--- config.mk ---
export PLATFORM = sky130hd
export DESIGN_NAME = dsky_keyboard
export DESIGN_NICKNAME = d
export VERILOG_FILES = /design/src/rtl/dsky_keyboard.sv
export SDC_FILE = /design/constraint.sdc
export NUM_CORES = 1
export LEC_CHECK = 0
export ABC_CLOCK_PERIOD_IN_PS = 7400
export CAP_MARGIN = 20
export CELL_PAD_IN_SITES_DETAIL_PLACEMENT = 0
export CELL_PAD_IN_SITES_GLOBAL_PLACEMENT = 1
export CORE_MARGIN = 5
export CORE_UTILIZATION = 49
export DETAILED_ROUTE_END_ITERATION = 16
export PLACE_DENSITY = 0.92
export SLEW_MARGIN = 20
export SYNTH_ARGS = -nofsm -noshare
export SYNTH_HDL_FRONTEND = slang
export SYNTH_SLANG_ARGS = --single-unit
export TNS_END_PERCENT = 5
--- constraint.sdc ---
create_clock -name clk -period 7.4 [get_ports clk]
set_input_delay 1.48 -clock clk [delete_from_list [all_inputs] [get_ports clk]]
set_output_delay 1.48 -clock clk [all_outputs]
set_load 0.02 [all_outputs]
--- src/rtl/dsky_keyboard.sv ---
// dsky_keyboard
//   DSKY keypad responder on the CPU input-channel side. Raw key lines are
//   synchronized and debounced. Presses with more than one key down are
//   rejected. Each accepted keystroke is encoded to its 5-bit AGC keycode and
//   queued in a small FIFO. The FIFO head is presented as input channel 15,
//   together with a keyrupt request level.
//
// Parameters
//   DEBOUNCE_CYCLES  consecutive identical synchronized samples needed to
//                    accept a press or a release (>= 2)
//   CNT_W            debounce counter width (must hold DEBOUNCE_CYCLES)
//   FIFO_AW          FIFO address width, depth = 2**FIFO_AW
//
// Ports
//   clk          system clock, posedge
//   reset        synchronous, active-high reset
//   key_raw      [17:0] raw key lines, active-high, asynchronous to clk
//                [9:0] digits 0-9, [10] VERB, [11] NOUN, [12] PLUS,
//                [13] MINUS, [14] ENTR, [15] CLR, [16] KEY REL, [17] RSET
//   rd_strobe    one-cycle CPU read of channel 15, pops the FIFO head
//   chan15_data  [15:0] {11'b0, head keycode}, zero when the FIFO is empty
//   keyrupt_req  high while the FIFO holds at least one keycode
//   overflow     sticky; set when an accepted key is dropped on a full FIFO
module dsky_keyboard #(
  parameter int DEBOUNCE_CYCLES = 50000,
  parameter int CNT_W           = 16,
  parameter int FIFO_AW         = 2
) (
  input  logic        clk,
  input  logic        reset,
  input  logic [17:0] key_raw,
  input  logic        rd_strobe,
  output logic [15:0] chan15_data,
  output logic        keyrupt_req,
  output logic        overflow
);

  localparam int DEPTH = 1 << FIFO_AW;

  localparam logic [1:0] ST_IDLE     = 2'd0;
  localparam logic [1:0] ST_PRESS    = 2'd1;
  localparam logic [1:0] ST_WAIT_REL = 2'd2;
  localparam logic [1:0] ST_REL      = 2'd3;

  localparam logic [CNT_W-1:0]   CNT_LAST   = CNT_W'(DEBOUNCE_CYCLES - 1);
  localparam logic [CNT_W-1:0]   CNT_ONE    = CNT_W'(1);
  localparam logic [FIFO_AW:0]   FIFO_FULL  = (FIFO_AW + 1)'(DEPTH);
  localparam logic [FIFO_AW:0]   FIFO_EMPTY = '0;

  // True when exactly one key line is active.
  function automatic logic is_one_hot(input logic [17:0] v);
    is_one_hot = (v != 18'd0) && ((v & (v - 18'd1)) == 18'd0);
  endfunction

  // Maps a one-hot key vector to its AGC keycode (octal values).
  function automatic logic [4:0] encode(input logic [17:0] v);
    logic [4:0] idx;
    idx = 5'd0;
    for (int i = 0; i < 18; i++) begin
      if (v[i]) idx = 5'(i);
    end
    case (idx)
      5'd0:    encode = 5'o20;
      5'd1:    encode = 5'o01;
      5'd2:    encode = 5'o02;
      5'd3:    encode = 5'o03;
      5'd4:    encode = 5'o04;
      5'd5:    encode = 5'o05;
      5'd6:    encode = 5'o06;
      5'd7:    encode = 5'o07;
      5'd8:    encode = 5'o10;
      5'd9:    encode = 5'o11;
      5'd10:   encode = 5'o21;
      5'd11:   encode = 5'o37;
      5'd12:   encode = 5'o32;
      5'd13:   encode = 5'o33;
      5'd14:   encode = 5'o34;
      5'd15:   encode = 5'o36;
      5'd16:   encode = 5'o31;
      5'd17:   encode = 5'o22;
      default: encode = 5'o00;
    endcase
  endfunction

  // ---- stage p0/p1: two-flop synchronizer, sync_p1 feeds the debouncer ----
  logic [17:0] sync_p0;
  logic [17:0] sync_p1;

  always_ff @(posedge clk) begin
    if (reset) begin
      sync_p0 <= '0;
      sync_p1 <= '0;
    end else begin
      sync_p0 <= key_raw;
      sync_p1 <= sync_p0;
    end
  end

  // ---- debounce FSM on sync_p1 ----
  logic [1:0]       state;
  logic [CNT_W-1:0] cnt;
  logic [17:0]      cap;
  logic             push;
  logic [4:0]       push_code;

  // The captured vector must stay stable until the count completes. The key
  // is only queued when the vector is one-hot, but the FSM always goes on to
  // wait for a full release, so a held or chorded key never repeats.
  assign push      = (state == ST_PRESS) && (sync_p1 == cap) &&
                     (cnt == CNT_LAST) && is_one_hot(cap);
  assign push_code = encode(cap);

  always_ff @(posedge clk) begin
    if (reset) begin
      state <= ST_IDLE;
      cnt   <= '0;
    end else begin
      case (state)
        ST_IDLE: begin
          if (sync_p1 != 18'd0) begin
            cap   <= sync_p1;
            cnt   <= CNT_ONE;
            state <= ST_PRESS;
          end
        end
        ST_PRESS: begin
          if (sync_p1 != cap) begin
            cnt   <= '0;
            state <= ST_IDLE;
          end else if (cnt == CNT_LAST) begin
            state <= ST_WAIT_REL;
          end else begin
            cnt <= cnt + CNT_ONE;
          end
        end
        ST_WAIT_REL: begin
          if (sync_p1 == 18'd0) begin
            cnt   <= CNT_ONE;
            state <= ST_REL;
          end
        end
        ST_REL: begin
          if (sync_p1 != 18'd0) begin
            state <= ST_WAIT_REL;
          end else if (cnt == CNT_LAST) begin
            state <= ST_IDLE;
          end else begin
            cnt <= cnt + CNT_ONE;
          end
        end
        default: begin
          state <= ST_IDLE;
        end
      endcase
    end
  end

  // ---- keycode FIFO with registered channel-15 outputs ----
  logic [4:0]         mem [DEPTH];
  logic [FIFO_AW-1:0] wr_ptr;
  logic [FIFO_AW-1:0] rd_ptr;
  logic [FIFO_AW:0]   count;

  logic               pop_ok;
  logic               push_ok;
  logic               drop;
  logic [FIFO_AW-1:0] rd_ptr_n;
  logic [FIFO_AW-1:0] wr_ptr_n;
  logic [FIFO_AW:0]   count_after_pop;
  logic [FIFO_AW:0]   count_n;
  logic [4:0]         head_n;

  // A pop on an empty FIFO is ignored. A push into a full FIFO only succeeds
  // when a pop frees the head slot on the same edge.
  assign pop_ok  = rd_strobe && (count != FIFO_EMPTY);
  assign push_ok = push && ((count != FIFO_FULL) || pop_ok);
  assign drop    = push && !push_ok;

  always_comb begin
    rd_ptr_n        = rd_ptr + FIFO_AW'(pop_ok);
    wr_ptr_n        = wr_ptr + FIFO_AW'(push_ok);
    count_after_pop = count - (FIFO_AW + 1)'(pop_ok);
    count_n         = count_after_pop + (FIFO_AW + 1)'(push_ok);
    // Predict the head after this edge so the outputs come straight from
    // flops: if nothing survives the pop, the head is the entry being pushed
    // (or nothing); otherwise it is an entry already stored in mem.
    if (count_after_pop == FIFO_EMPTY) begin
      head_n = push_ok ? push_code : 5'd0;
    end else begin
      head_n = mem[rd_ptr_n];
    end
  end

  always_ff @(posedge clk) begin
    if (push_ok) begin
      mem[wr_ptr] <= push_code;
    end
  end

  always_ff @(posedge clk) begin
    if (reset) begin
      wr_ptr      <= '0;
      rd_ptr      <= '0;
      count       <= '0;
      chan15_data <= 16'h0000;
      keyrupt_req <= 1'b0;
      overflow    <= 1'b0;
    end else begin
      wr_ptr      <= wr_ptr_n;
      rd_ptr      <= rd_ptr_n;
      count       <= count_n;
      chan15_data <= {11'b0, head_n};
      keyrupt_req <= (count_n != FIFO_EMPTY);
      if (drop) begin
        overflow <= 1'b1;
      end
    end
  end

endmodule

==> run metrics, run 1 <==
status=finished clean; Post-Layout Cell Count=611; Via density=5.60; clk slew on worst S/H paths=0.10 ns; layout cells sized above 1=0.0711; Worst slew margin=0.379; fin crit share=0.448; Synth top area share=0.282; reg-to-reg endpoint=mem[0][1]; Synth Register Bits=106; distinct cell type count after synthesis=65; Post-Route WL=9540 µm; Post-synth top flop=dfxtp_1; Critical Path End Type=flop; root buffer cell=clkbuf_8; Util after Layout=0.550; skew final=0.0119 ns; startpoint types=input port; post-synthesis sequential area ratio=0.518; multi-input logic area=0.00214 mm²; Worst Setup EP=keyrupt_req; Final Hold Viols=0; die area=0.0119 mm²; Initial Util=0.499; die width=109 µm; Max Cap Viol=0; Data arrival, critical path=3.53 ns; DPL Wire Length=6960 µm; slowest cell delay on critical path=0.48 ns; Setup Viol. Count Final=0; asr flop ratio synth=0; via count=3422; Setup WS pre-CTS=3.69 ns; initial antenna violation count=0; first-pass GRT wire length=16200 µm; Reg2Reg Setup Slack=4.16 ns; CP required=7.62 ns; leakage=1.88 nW; Final nets=501; CP max FO=5; Slew @ Worst Pin=0.925 ns; routed len/inst=15.6 µm; top post-synthesis cells by area=dfxtp_1, edfxtp_1, xor2_1, nor2b_1, nor2_1; worst-path cell chain=clkdlybuf4s50_1, nor4b_1, nor4_1, o2111ai_1, inv_1, ha_1, ha_1, xor2_1, a21oi_1; Core ar.=0.00968 mm²; routability cong.=0.947; FF-to-FF path depth=5; port bufs=27; largest net degree at the start of global routing=52; FF-to-FF Start=cap[12]; Crit path top cell by count=ha_1; Ports=39; CP startpoint=rd_strobe; smallest setup slack after layout=4.08 ns; EDFF count, synth=38; H-tree levels=3; die height=109 µm; Hold Buf Count CTS=0; Sequential Area=0.00250 mm²; total power=0.00130 W; Clock Latency Late Sink=0.37 ns; synth-to-layout area growth=10.3%; clk sinks=106; post-CTS sizing=0; post-CTS setup buffers=0; fin. max-slew vios=0; Mean Syn Cell Area=10.6 µm²; cell area power density=244 mW/mm²; Final min period=3.32 ns; fillcell total=844; drt pass-1 iters=4; 1st-iter DRT viols=295; Syn Std Cell Area=0.00483 mm²; site row count=36; maximum clock rate=0.301 GHz; worst vdd ir=105 µV; setup_tns=0 ns; area leader, netlist=dfxtp_1; Overflow after GRT=0; vias in the first global route=3339; GRT Total Usage=0.174; antenna diode instance count=0; Clock Path Buffers=2; Cells after DPL=595; remaining antenna violation count=0; number of remaining DRC errors=0; worst hold path type=reg2reg; Critical Path Slowest Stage Cell=nor4b_1; TritonCTS Buffers=9; RSZ-0062 raised after global routing=false; Cells after Synth=457; CP Class=in2reg; Syn. warnings=0; CTS tree=done
-- critical path, delay by kind of cell --
kind,cells,cell delay [ns]
adder cells (fa/ha/maj),2,0.41
AND/OR/NAND/NOR,2,0.59
XOR/XNOR,1,0.20
AO/OA/AOI/OAI,2,0.32
buffers and inverters,2,0.54
-- logic make-up after synthesis --
family,share of synthesized area
other cells,0.000776
fa+ha+maj,0.0202
buf+inv,0.0492
mux,0.0274
simple gates,0.232
xor+xnor,0.0598
compound gates,0.0930
flops,0.518
-- layout by cell type (no fill, tap or decap), drive strengths merged, types with 2 or more instances in the layout --
master         netlist  final
inv                 17     21
or4                  6      6
nor2                39     39
a21oi                8      8
or4b                 3      3
nor4                19     19
nand4b               4      4
o31ai                5      5
dfxtp               68     68
a2111oi              3      3
xor2                30     30
nand4               11     11
nand2               19     19
clkdlybuf4s50        0     26
mux2i                2      2
o2111a               2      2
a31oi                7      7
and2                 3      3
buf                 15      2
nand2b               2      2
o21bai               2      2
o21ai               12     12
and3                 8      8
nand3               15     15
ha                   7      7
a211oi               2      2
nor4b                3      3
and2b                2      2
mux4                 5      5
clkbuf              18     11
xnor2                3      3
or3                  3      3
o22ai                5      5
nor3                10     10
edfxtp              38     38
o2111ai              2      2
nor2b               40     40
conb                 1     11
-- synth_stat cells (3+ instances only) --
library cell  count
and2_1            3
xor2_1           30
dfxtp_1          68
inv_1            17
and3_1            8
buf_4            11
xnor2_1           3
nand4_1          11
nor4_1           15
o31ai_1           5
nand2_1          19
mux4_2            5
o21ai_0           3
edfxtp_1         38
o22ai_1           5
o21ai_1           9
or3_1             3
ha_1              7
nor2_1           39
a21oi_1           8
nor4b_1           3
nor2b_1          40
a31oi_1           7
or4_1             5
nand3_1          15
nor3_1           10
nand4b_1          4
clkbuf_1         18
-- how the worst min path moves through the flow --
| stage | depth (start not counted) | endpoint | start | slack (ns) |
|---|---|---|---|---|
| 2_1_floorplan | 1 | sync_p1[0] | sync_p0[0] | 0.41 |
| 6_report | 1 | sync_p1[10] | sync_p0[10] | 0.44 |
| 4_1_cts | 1 | sync_p1[2] | sync_p0[2] | 0.44 |
| 3_3_place_gp | 1 | sync_p1[10] | sync_p0[10] | 0.42 |
| 3_5_place_dp | 1 | sync_p1[10] | sync_p0[10] | 0.42 |
| 5_1_grt | 1 | sync_p1[16] | sync_p0[16] | 0.45 |
-- cell type report --
class | count | area share
inverters | 17 | 0.0120
flip-flops and latches | 106 | 0.469
well taps | 133 | 0.0312
multi-input cells | 311 | 0.401
clock inverters | 5 | 0.00822
clock buffers | 11 | 0.0265
repair buffers | 28 | 0.0512
-- flip-flops by register name, summed over array words and instances (netlist names), 2 cells and up --
register     cells
state            2
wr_ptr           2
sync_p0         18
sync_p1         18
chan15_data      5
mem             20
rd_ptr           2
cap             18
count            3
cnt             16
-- power breakdown --
| group | total (W) | internal, W | leakage [nW] | switching [W] |
|---|---|---|---|---|
| sequential | 0.000681 | 0.000646 | 0.902 | 0.0000351 |
| combinational | 0.000280 | 0.000130 | 0.880 | 0.000150 |
| clock | 0.000337 | 0.000137 | 0.0968 | 0.000200 |
-- routing by layer --
metal | global-route usage | part of all wire | routed length (µm) | vias to the layer above
met5 | 0 | 0 | 0 | -
met4 | 0.0864 | 0.024 | 231 | 0
met3 | 0.0399 | 0.057 | 544 | 20
met2 | 0.268 | 0.48 | 4550 | 107
met1 | 0.230 | 0.44 | 4220 | 1625
li1 | - | - | - | 1670
-- through the flow --
stage               instance area (µm²)  hold WS (ns)
finish                             5330         0.443
global route                       5330         0.449
CTS                                5330         0.443
detailed placement                 5140         0.422
global placement                   5140         0.422
floorplan                          4870         0.414
Power figures use the tool's default switching activity.
==> run 2: changes to the inputs <==
--- a/config.mk
+++ b/config.mk
@@ -5,14 +5,14 @@
 export SDC_FILE = /design/constraint.sdc
 export NUM_CORES = 1
 export LEC_CHECK = 0
-export ABC_CLOCK_PERIOD_IN_PS = 7400
+export ABC_CLOCK_PERIOD_IN_PS = 3400
 export CAP_MARGIN = 20
 export CELL_PAD_IN_SITES_DETAIL_PLACEMENT = 0
 export CELL_PAD_IN_SITES_GLOBAL_PLACEMENT = 1
 export CORE_MARGIN = 5
-export CORE_UTILIZATION = 49
+export CORE_UTILIZATION = 46
 export DETAILED_ROUTE_END_ITERATION = 16
-export PLACE_DENSITY = 0.92
+export PLACE_DENSITY = 0.87
 export SLEW_MARGIN = 20
 export SYNTH_ARGS = -nofsm -noshare
 export SYNTH_HDL_FRONTEND = slang
==> constraint.sdc (replaced) <==
create_clock -name clk -period 3.4 [get_ports clk]
set_input_delay 0.68 -clock clk [delete_from_list [all_inputs] [get_ports clk]]
set_output_delay 0.68 -clock clk [all_outputs]
set_load 0.02 [all_outputs]
==> run metrics, run 2 (synthesis gave the netlist of run 1 again) <==
status=finished clean; worst-path cell chain=or4b_1, nor4_4, nand3_1, nor4_1, o2111ai_1, nor3_1; CTS tree=done; H-tree levels=3 (unchanged); maximum clock rate=0.321 GHz; post-CTS sizing=0 (unchanged); post-CTS setup buffers=0 (unchanged); Post-Route WL=9520 µm (-0.29%); Critical Path Slowest Stage Cell=nor3_1; port bufs=27 (unchanged); Critical Path End Type=flop; routability cong.=0.969 (+2.4%); Clock Path Buffers=2 (unchanged); Via density=5.48 (-2.1%); Core ar.=0.0103 mm² (+6.1%); placed inst area=0.00520 mm² (+1.2%); fin crit share=0.915; max reg flops=20 (unchanged); via count=3409 (-0.38%); die height=112 µm (+2.9%); Worst slew margin=0.358 (-0.0214); drt pass-1 iters=4 (unchanged); RSZ-0062 raised after global routing=false; Cells after DPL=606 (+1.8%); setup_tns=0 ns (unchanged); smallest setup slack after layout=0.287 ns (-3.79 ns); CP Class=reg2reg; worst hold path type=reg2reg; root buffer cell=clkbuf_8; Slew @ Worst Pin=0.957 ns (+0.0319 ns); routed len/inst=15.3 µm (-2.1%); Final nets=509 (+1.6%); remaining antenna violation count=0 (unchanged); Data arrival, critical path=3.11 ns (-0.42 ns); Reg2Reg Setup Slack=0.29 ns (-3.87 ns); CP required=3.40 ns (-4.22 ns); Initial Util=0.470 (-0.0288); layout cells sized above 1=0.0844 (+0.0132); clk sinks=106 (unchanged); Finished Cell Area=0.00538 mm² (+0.99%); Largest Register=mem; commonest non-fill, non-tap cell in the layout=dfxtp_1; DPL Wire Length=6950 µm (about the same); CP max FO=6 (+1); Overflow after GRT=0 (unchanged); 1st-iter DRT viols=226 (-23%); clk slew on worst S/H paths=0.10 ns (about the same); slowest cell delay on critical path=0.63 ns (+0.15 ns); vias in the first global route=3259 (-2.4%); leakage=1.91 nW (+1.7%); first-pass GRT wire length=16200 µm (+0.43%); startpoint types=flop; Hold Buf Count CTS=0 (unchanged); GRT Total Usage=0.156 (-0.0176); die area=0.0127 mm² (+5.9%); Final min period=3.11 ns; synth-to-layout area growth=11.4%; fin. max-slew vios=0 (unchanged); cell area power density=522 mW/mm² (+110%); Max Cap Viol=0 (unchanged); number of remaining DRC errors=0 (unchanged); most frequent cells in the layout=dfxtp_1, nor2b_1, nor2_1; Setup WS pre-CTS=0.273 ns (-3.42 ns); TritonCTS Buffers=9 (unchanged); Ports=39 (unchanged); skew final=0.0106 ns (-0.00128 ns); Setup Viol. Count Final=0 (unchanged); largest net degree at the start of global routing=51 (-1.9%); initial antenna violation count=0 (unchanged); Final Hold Viols=0 (unchanged); worst vdd ir=244 µV (+130%); Post-Layout Cell Count=622 (+1.8%); antenna diode instance count=0 (unchanged); Clock Latency Late Sink=0.36 ns (about the same); die width=112 µm (+2.9%); site row count=37 (+2.8%)
[run 2: cell count changes in the layout (fill, tap and decap cells not counted), sizes merged]
cell,before,now
buf,2,10
clkinv,1,3
inv,21,19
clkbuf,11,10
clkinvlp,0,1
[run 2: final timing paths]
| kind | startpoint | cells past startpoint | to |
|---|---|---|---|
| setup reg to reg | cnt[11] | 6 | mem[2][2] |
| setup / recovery | cnt[11] | 6 | mem[2][2] |
| hold / removal | sync_p0[5] | 1 | sync_p1[5] |
| hold reg to reg | sync_p0[5] | 1 | sync_p1[5] |
[run 2: through the flow]
step	total power [W]	utilization	hold WS, ns
2_1_floorplan	0.00196	-	0.414
3_3_place_gp	0.00212	0.506	0.420
3_5_place_dp	0.00214	0.506	0.423
4_1_cts	0.00284	0.524	0.445
5_1_grt	0.00298	0.524	0.460
6_report	0.00281	0.524	0.443
[run 2: critical path, delay by kind of cell (launching register included)]
kind | cells | cell delay, ns
AO/OA/AOI/OAI | 1 | 0.26
AND/OR/NAND/NOR | 5 | 2.12
flip-flops | 1 | 0.36
[run 2: routing by layer]
metal  global-route usage  share of wire
met1                0.214           0.46
met2                0.247           0.48
met5                    0              0
met4               0.0417         0.0074
met3               0.0404          0.053
[run 2: final cells by class]
type                    count  area, µm²
multi-input cells         311       2140
inverters                  17       63.8
flip-flops and latches    106       2500
clock buffers              10        128
clock inverters             6       50.0
well taps                 136        170
fillers                   945       4890
repair buffers             36        333
[run 2: where the power goes]
part / switching [W] / internal, W
Combinational: 0.000342 / 0.000288
Clock: 0.000432 / 0.000276
Sequential: 0.0000673 / 0.00140
Total: 0.000841 / 0.00197
==> run 3: changes to the inputs <==
--- a/config.mk
+++ b/config.mk
@@ -5,6 +5,7 @@
 export SDC_FILE = /design/constraint.sdc
 export NUM_CORES = 1
 export LEC_CHECK = 0
+export ABC_AREA = 0
 export ABC_CLOCK_PERIOD_IN_PS = 3400
 export CAP_MARGIN = 20
 export CELL_PAD_IN_SITES_DETAIL_PLACEMENT = 0
==> results of run 3 <==
No change in the layout: final DEF, timing and power equal those of run 2.
